$ cat src/rtl/wb_port_arbiter.sv
// -----------------------------------------------------------------------------
// wb_port_arbiter
//   Shares the single register-file write port between the pipeline
//   write-back stage and the multiply/divide unit (MDU). MDU results are
//   queued in a small FIFO and drained on cycles where write-back is idle.
//   When the FIFO has gone STARVE_LIMIT cycles without draining, or the
//   pipeline targets a register that still has a queued MDU result, the
//   pipeline is stalled so the FIFO head can be written first.
//
// Ports
//   CLK, nRST        clock (rising edge), asynchronous active-low reset
//   pipe_wen/wsel/wdat   write-back stage request
//   mdu_valid/wsel/wdat  MDU result offered to the FIFO
//   mdu_ready        FIFO can accept an MDU result (registered state only)
//   stall_pipe       hold the pipeline; its write is not performed this cycle
//   WEN/wsel/wdat    register-file write port
// -----------------------------------------------------------------------------
module wb_port_arbiter #(
  parameter int DEPTH        = 2,
  parameter int STARVE_LIMIT = 4
) (
  input  logic        CLK,
  input  logic        nRST,
  input  logic        pipe_wen,
  input  logic [4:0]  pipe_wsel,
  input  logic [31:0] pipe_wdat,
  input  logic        mdu_valid,
  input  logic [4:0]  mdu_wsel,
  input  logic [31:0] mdu_wdat,
  output logic        mdu_ready,
  output logic        stall_pipe,
  output logic        WEN,
  output logic [4:0]  wsel,
  output logic [31:0] wdat
);

  localparam int AW = (DEPTH > 1) ? $clog2(DEPTH) : 1;
  localparam int SW = $clog2(STARVE_LIMIT + 1);
  localparam logic [AW:0]   DEPTH_C    = (AW + 1)'(DEPTH);
  localparam logic [SW-1:0] STARVE_MAX = SW'(STARVE_LIMIT);

  typedef enum logic [1:0] {
    IDLE  = 2'd0,
    PEND  = 2'd1,
    FORCE = 2'd2
  } state_t;

  state_t        state_q, state_d;
  logic [4:0]    mem_wsel_q [DEPTH];
  logic [31:0]   mem_wdat_q [DEPTH];
  logic [AW-1:0] rd_ptr_q, rd_ptr_d;
  logic [AW-1:0] wr_ptr_q, wr_ptr_d;
  logic [AW:0]   count_q, count_d;
  logic [SW-1:0] starve_q, starve_d;

  logic pipe_req_s;
  logic empty_s;
  logic full_s;
  logic enq_s;
  logic store_s;
  logic deq_s;
  logic hit_s;

  assign pipe_req_s = pipe_wen && (pipe_wsel != 5'd0);
  assign empty_s    = (count_q == '0);
  assign full_s     = (count_q == DEPTH_C);
  assign mdu_ready  = !full_s;
  assign enq_s      = mdu_valid && !full_s;
  // Results for $0 are accepted (handshake completes) but never stored.
  assign store_s    = enq_s && (mdu_wsel != 5'd0);

  // Same-register check against every occupied FIFO slot.
  always_comb begin
    hit_s = 1'b0;
    for (int k = 0; k < DEPTH; k++) begin
      hit_s = hit_s | (pipe_req_s && ((AW + 1)'(k) < count_q) &&
                       (mem_wsel_q[rd_ptr_q + AW'(k)] == pipe_wsel));
    end
  end

  // Write-port selection; outputs forced to idle values while in reset.
  always_comb begin
    stall_pipe = 1'b0;
    WEN        = 1'b0;
    wsel       = 5'd0;
    wdat       = 32'd0;
    deq_s      = 1'b0;
    if (!nRST) begin
      deq_s = 1'b0;
    end else if ((state_q == FORCE) || hit_s) begin
      stall_pipe = 1'b1;
      WEN        = 1'b1;
      wsel       = mem_wsel_q[rd_ptr_q];
      wdat       = mem_wdat_q[rd_ptr_q];
      deq_s      = 1'b1;
    end else if (pipe_req_s) begin
      WEN  = 1'b1;
      wsel = pipe_wsel;
      wdat = pipe_wdat;
    end else if (!empty_s) begin
      WEN   = 1'b1;
      wsel  = mem_wsel_q[rd_ptr_q];
      wdat  = mem_wdat_q[rd_ptr_q];
      deq_s = 1'b1;
    end else begin
      deq_s = 1'b0;
    end
  end

  // FIFO pointer/occupancy and starve-counter next state.
  always_comb begin
    rd_ptr_d = deq_s   ? rd_ptr_q + AW'(1) : rd_ptr_q;
    wr_ptr_d = store_s ? wr_ptr_q + AW'(1) : wr_ptr_q;
    case ({store_s, deq_s})
      2'b10:   count_d = count_q + (AW + 1)'(1);
      2'b01:   count_d = count_q - (AW + 1)'(1);
      default: count_d = count_q;
    endcase
    if (deq_s || empty_s) begin
      starve_d = '0;
    end else if (starve_q == STARVE_MAX) begin
      starve_d = starve_q;
    end else begin
      starve_d = starve_q + SW'(1);
    end
  end

  // FSM next state: derived from next occupancy and next starve count.
  always_comb begin
    state_d = state_q;
    case (state_q)
      IDLE:    state_d = (count_d != '0) ? PEND : IDLE;
      PEND,
      FORCE: begin
        if (count_d == '0) begin
          state_d = IDLE;
        end else if (starve_d == STARVE_MAX) begin
          state_d = FORCE;
        end else begin
          state_d = PEND;
        end
      end
      default: state_d = IDLE;
    endcase
  end

  // State, pointer and counter registers.
  always_ff @(posedge CLK or negedge nRST) begin
    if (!nRST) begin
      state_q  <= IDLE;
      rd_ptr_q <= '0;
      wr_ptr_q <= '0;
      count_q  <= '0;
      starve_q <= '0;
    end else begin
      state_q  <= state_d;
      rd_ptr_q <= rd_ptr_d;
      wr_ptr_q <= wr_ptr_d;
      count_q  <= count_d;
      starve_q <= starve_d;
    end
  end

  // FIFO storage.
  always_ff @(posedge CLK or negedge nRST) begin
    if (!nRST) begin
      for (int i = 0; i < DEPTH; i++) begin
        mem_wsel_q[i] <= 5'd0;
        mem_wdat_q[i] <= 32'd0;
      end
    end else if (store_s) begin
      mem_wsel_q[wr_ptr_q] <= mdu_wsel;
      mem_wdat_q[wr_ptr_q] <= mdu_wdat;
    end
  end

endmodule

$ cat config.mk
export PLATFORM = sky130hd
export DESIGN_NAME = wb_port_arbiter
export DESIGN_NICKNAME = d
export VERILOG_FILES = /design/src/rtl/wb_port_arbiter.sv
export SDC_FILE = /design/constraint.sdc
export NUM_CORES = 1
export LEC_CHECK = 0
export CAP_MARGIN = 15
export CELL_PAD_IN_SITES_DETAIL_PLACEMENT = 1
export CELL_PAD_IN_SITES_GLOBAL_PLACEMENT = 2
export CORE_MARGIN = 4
export CORE_UTILIZATION = 32
export DETAILED_ROUTE_END_ITERATION = 10
export GPL_TIMING_DRIVEN = 1
export HOLD_SLACK_MARGIN = 0.1
export PLACE_DENSITY_LB_ADDON = 0.3
export SYNTH_ARGS = -nofsm -noshare
export SYNTH_HDL_FRONTEND = slang
export SYNTH_SLANG_ARGS = --single-unit
$ cat constraint.sdc
create_clock -name CLK -period 3 [get_ports CLK]
set_clock_uncertainty 0.05 [all_clocks]
set_input_delay 0.45 -clock CLK [delete_from_list [all_inputs] [get_ports CLK]]
set_output_delay 0.45 -clock CLK [all_outputs]
set_load 0.005 [all_outputs]
==> results.tsv <==
stage	metric	value	unit
layout	final_cell_area	6730	um^2
synthesis	synth-seq-cells	83	
pwr	pwr-share-seq	33.5	%
layout	num_antenna_cells	0	
floorplan	die_h	125	um
layout	fin_util	50.6	%
pwr	p_per_area	895	nW/um^2
setup_path	start_kind	register	
drt	ant_nets	0	
drt	drt_iter0_drc	82	
drt	drc_errors	0	
sta	fin_crit	3180	ps
floorplan	row_count	42	
sta	slew_headroom	49.6	%
layout	drive_above_1_share	47.2	%
setup_path	required	2500	ps
synthesis	syn_nets	419	
sta	setup_viol_count_final	39	
drt	dr_total_vias	3282	
hold_path	min_path_type	in2async	
setup_path	end_kind	primary output	
pwr	switching_power	2050	uW
sta	holdWs	112	ps
sta	fin_ws	-182	ps
setup_path	path_max_fanout	6	
global_route	grt_overflow	0	
pwr	combinationalPowerShare	49.0	%
setup_path	arrival	2680	ps
clocking	cts_tree	built	
placed_design	port_buffers	117	
sta	worstMarginPinSlew	756	ps
clocking	clk_pin_slew	60	ps
synthesis	synth.distinct_cells	33	
synthesis	yosysWarnings	0	
pwr	p_int	3980	uW
clocking	worst_skew_pair.late_latency	330	ps
pwr	ir_drop	334	uV
synthesis	avgSynthCellArea	13.2	um^2
clocking	clock-root-buffer	clkbuf_16	
run	max_cap_violations	0	
clocking	htree_levels	3	
sta	fmax	314	MHz
sta	rsz0062_at_grt	yes	
synthesis	ys_seq_area_share	47.6	%
global_route	first_global_vias	3759	
global_route	grt_max_degree	60	
pwr	p_leak	0.00289	uW
clocking	cts_sinks	83	
sta	hold_viol	0	
floorplan	start_util	32.8	%
layout	fillCellCount	1363	
pwr	clkPwrFrac	17.5	%
synthesis	async_reset_ff_share	100	%
floorplan	core_region_area	13300	um^2
global_route	grt_pass1_wl	20700	um
drt	routed_wl	12600	um
floorplan	dieArea	15600	um^2
placed_design	hpwl	8310	um
placed_design	globalplace.congestion	0.783	
drt	routed_via_density	4.88	
layout	synthToLayoutAreaGrowth	54.3	%
pwr	swShare	34.0	%
floorplan	die_x	125	um
synthesis	synth_top_flop_cell	dfrtp_1	
synthesis	synth_edf_count	0	
outcome	violations	negative setup slack	
global_route	grt_antenna_before_repair	0	
synthesis	netlist_instances	331	
global_route	track_usage	16.6	%
floorplan	num_io_pins	118	
drt	drtPass1Iterations	4	
setup_path	path_class	reg2out	
outcome	status	finished with violations	
placed_design	placed_area	5890	um^2
layout	final_nets	579	
drt	wire_per_inst	18.7	um
synthesis	netlist_area	4360	um^2
clocking	cts.path.max_buffers	2	
clocking	hold_buffers	0	
sta	post-route-period-util	106	%
sta	maxSlewViolCount	0	
clocking	cts_made_buffers	9	
==> flip-flops by register name, summed over array words and instances (netlist names) <==
name	count
rd_ptr_q	1
mem_wdat_q	64
state_q	2
count_q	2
starve_q	3
mem_wsel_q	10
wr_ptr_q	1
==> metal layers <==
| layer | routed length (um) | up-vias | share of wire, % | track usage, % |
|---|---|---|---|---|
| li1 | - | 1544 | - | - |
| met3 | 442 | 12 | 3.5 | 3.34 |
| met5 | 0 | - | 0 | 0 |
| met4 | 185 | 0 | 1.5 | 5.42 |
| met1 | 5350 | 1659 | 43 | 20.1 |
| met2 | 6570 | 67 | 52 | 29.5 |
==> path summary, 6_finish.rpt <==
| kind | startpoint | endpoint | slack, ps | depth (start not counted) |
|---|---|---|---|---|
| hold reg to reg | mem_wdat_q[23] | mem_wdat_q[23] | 450 | 1 |
| max in group asynchronous | nRST | mem_wdat_q[54] | 2110 | 2 |
| hold / removal | nRST | mem_wsel_q[2] | 110 | 2 |
| setup reg to reg | rd_ptr_q | state_q[0] | -60 | 17 |
| setup / recovery | rd_ptr_q | wdat[26] | -180 | 12 |
| min in group CLK | mem_wdat_q[23] | mem_wdat_q[23] | 450 | 1 |
==> power groups by stage <==
stage	Clock [uW]	Sequential [uW]	Combinational [uW]
final	1050	2020	2950
after global routing	1130	2100	3210
after CTS	1080	2010	2940
after detailed placement	0	2030	2640
after global placement	0	1980	2580
after floorplan	0	1910	1720
==> metrics by stage <==
step | setup WS, ps | power, uW | std cells | TNS, ps
CTS | -188 | 6030 | 670 | -4940
floorplan | 224 | 3640 | 331 | 0
detailed placement | -535 | 4660 | 632 | -19140
global route | -322 | 6450 | 672 | -10110
finish | -182 | 6020 | 672 | -4230
global placement | -479 | 4560 | 632 | -16670
==> cells in the final DEF (no fill, tap or decap), types with 4 or more instances in the layout <==
| master | netlist | final |
|---|---|---|
| xnor2_1 | 13 | 13 |
| buf_12 | 0 | 14 |
| mux2_2 | 73 | 73 |
| ha_1 | 10 | 9 |
| buf_6 | 13 | 9 |
| buf_2 | 3 | 36 |
| clkbuf_16 | 0 | 9 |
| mux2i_2 | 0 | 4 |
| o2bb2ai_1 | 37 | 5 |
| clkdlybuf4s50_1 | 0 | 74 |
| o2bb2ai_2 | 0 | 28 |
| nand2_1 | 4 | 4 |
| dlygate4sd2_1 | 0 | 4 |
| o2bb2ai_4 | 0 | 4 |
| nor3_1 | 4 | 4 |
| nor2_1 | 5 | 4 |
| clkinv_2 | 0 | 4 |
| buf_16 | 0 | 5 |
| inv_1 | 10 | 10 |
| dfrtp_1 | 83 | 82 |
| mux2i_1 | 43 | 38 |
| buf_4 | 0 | 23 |
==> area by class of cell <==
class	instances	area, um^2	area share (%)
flip-flops and latches	83	2080	30.9
repair buffers	168	1690	25.1
inverters	11	41.3	0.613
clock buffers	11	253	3.75
multi-input cells	218	2420	36.0
well taps	176	220	3.27
clock inverters	5	27.5	0.409
==> cell usage after synthesis, types with 3 or more instances <==
| master | instances | area [um^2] |
|---|---|---|
| ha_1 | 10 | 125 |
| o21ai_0 | 7 | 35.0 |
| nand2_1 | 4 | 15.0 |
| o2bb2ai_1 | 37 | 324 |
| inv_1 | 10 | 37.5 |
| nor3_1 | 4 | 20.0 |
| mux2_2 | 73 | 822 |
| dfrtp_1 | 83 | 2080 |
| nor2_1 | 5 | 18.8 |
| buf_2 | 3 | 15.0 |
| xnor2_1 | 13 | 114 |
| buf_6 | 13 | 146 |
| clkbuf_1 | 3 | 11.3 |
| mux2i_1 | 43 | 430 |
==> critical path, cell delays in order, from the launching register on <==
cell and delay [ps]:
dfrtp_2 440, buf_12 150, mux2i_4 180, xnor2_1 150, nor4_2 300, a22oi_2 130, a21bo_4 240, buf_6 120
buf_12 120, buf_12 130, buf_16 140, o2bb2ai_2 110, buf_2 130
==> what timing repair did <==
action                                  CTS  global route
buffers inserted                         16             2
gates cloned                              6             0
endpoints found under the setup margin   41            42
gates resized for setup                 218            10
pin swaps                                13             5
==> cells by family (layout without fill, tap and decap cells) <==
group / Yosys count / count (layout) / synth area share, %
buffers and inverters: 30 / 195 / 4.90
xor gates and xnor gates: 13 / 13 / 2.61
muxes: 117 / 117 / 29.0
and+or+nand+nor: 27 / 27 / 3.53
AOI/OAI and AO/OA: 51 / 51 / 9.55
DFF: 83 / 83 / 47.6
adders and majority gates: 10 / 10 / 2.87
Note: power is estimated with default switching activity, not from simulation.
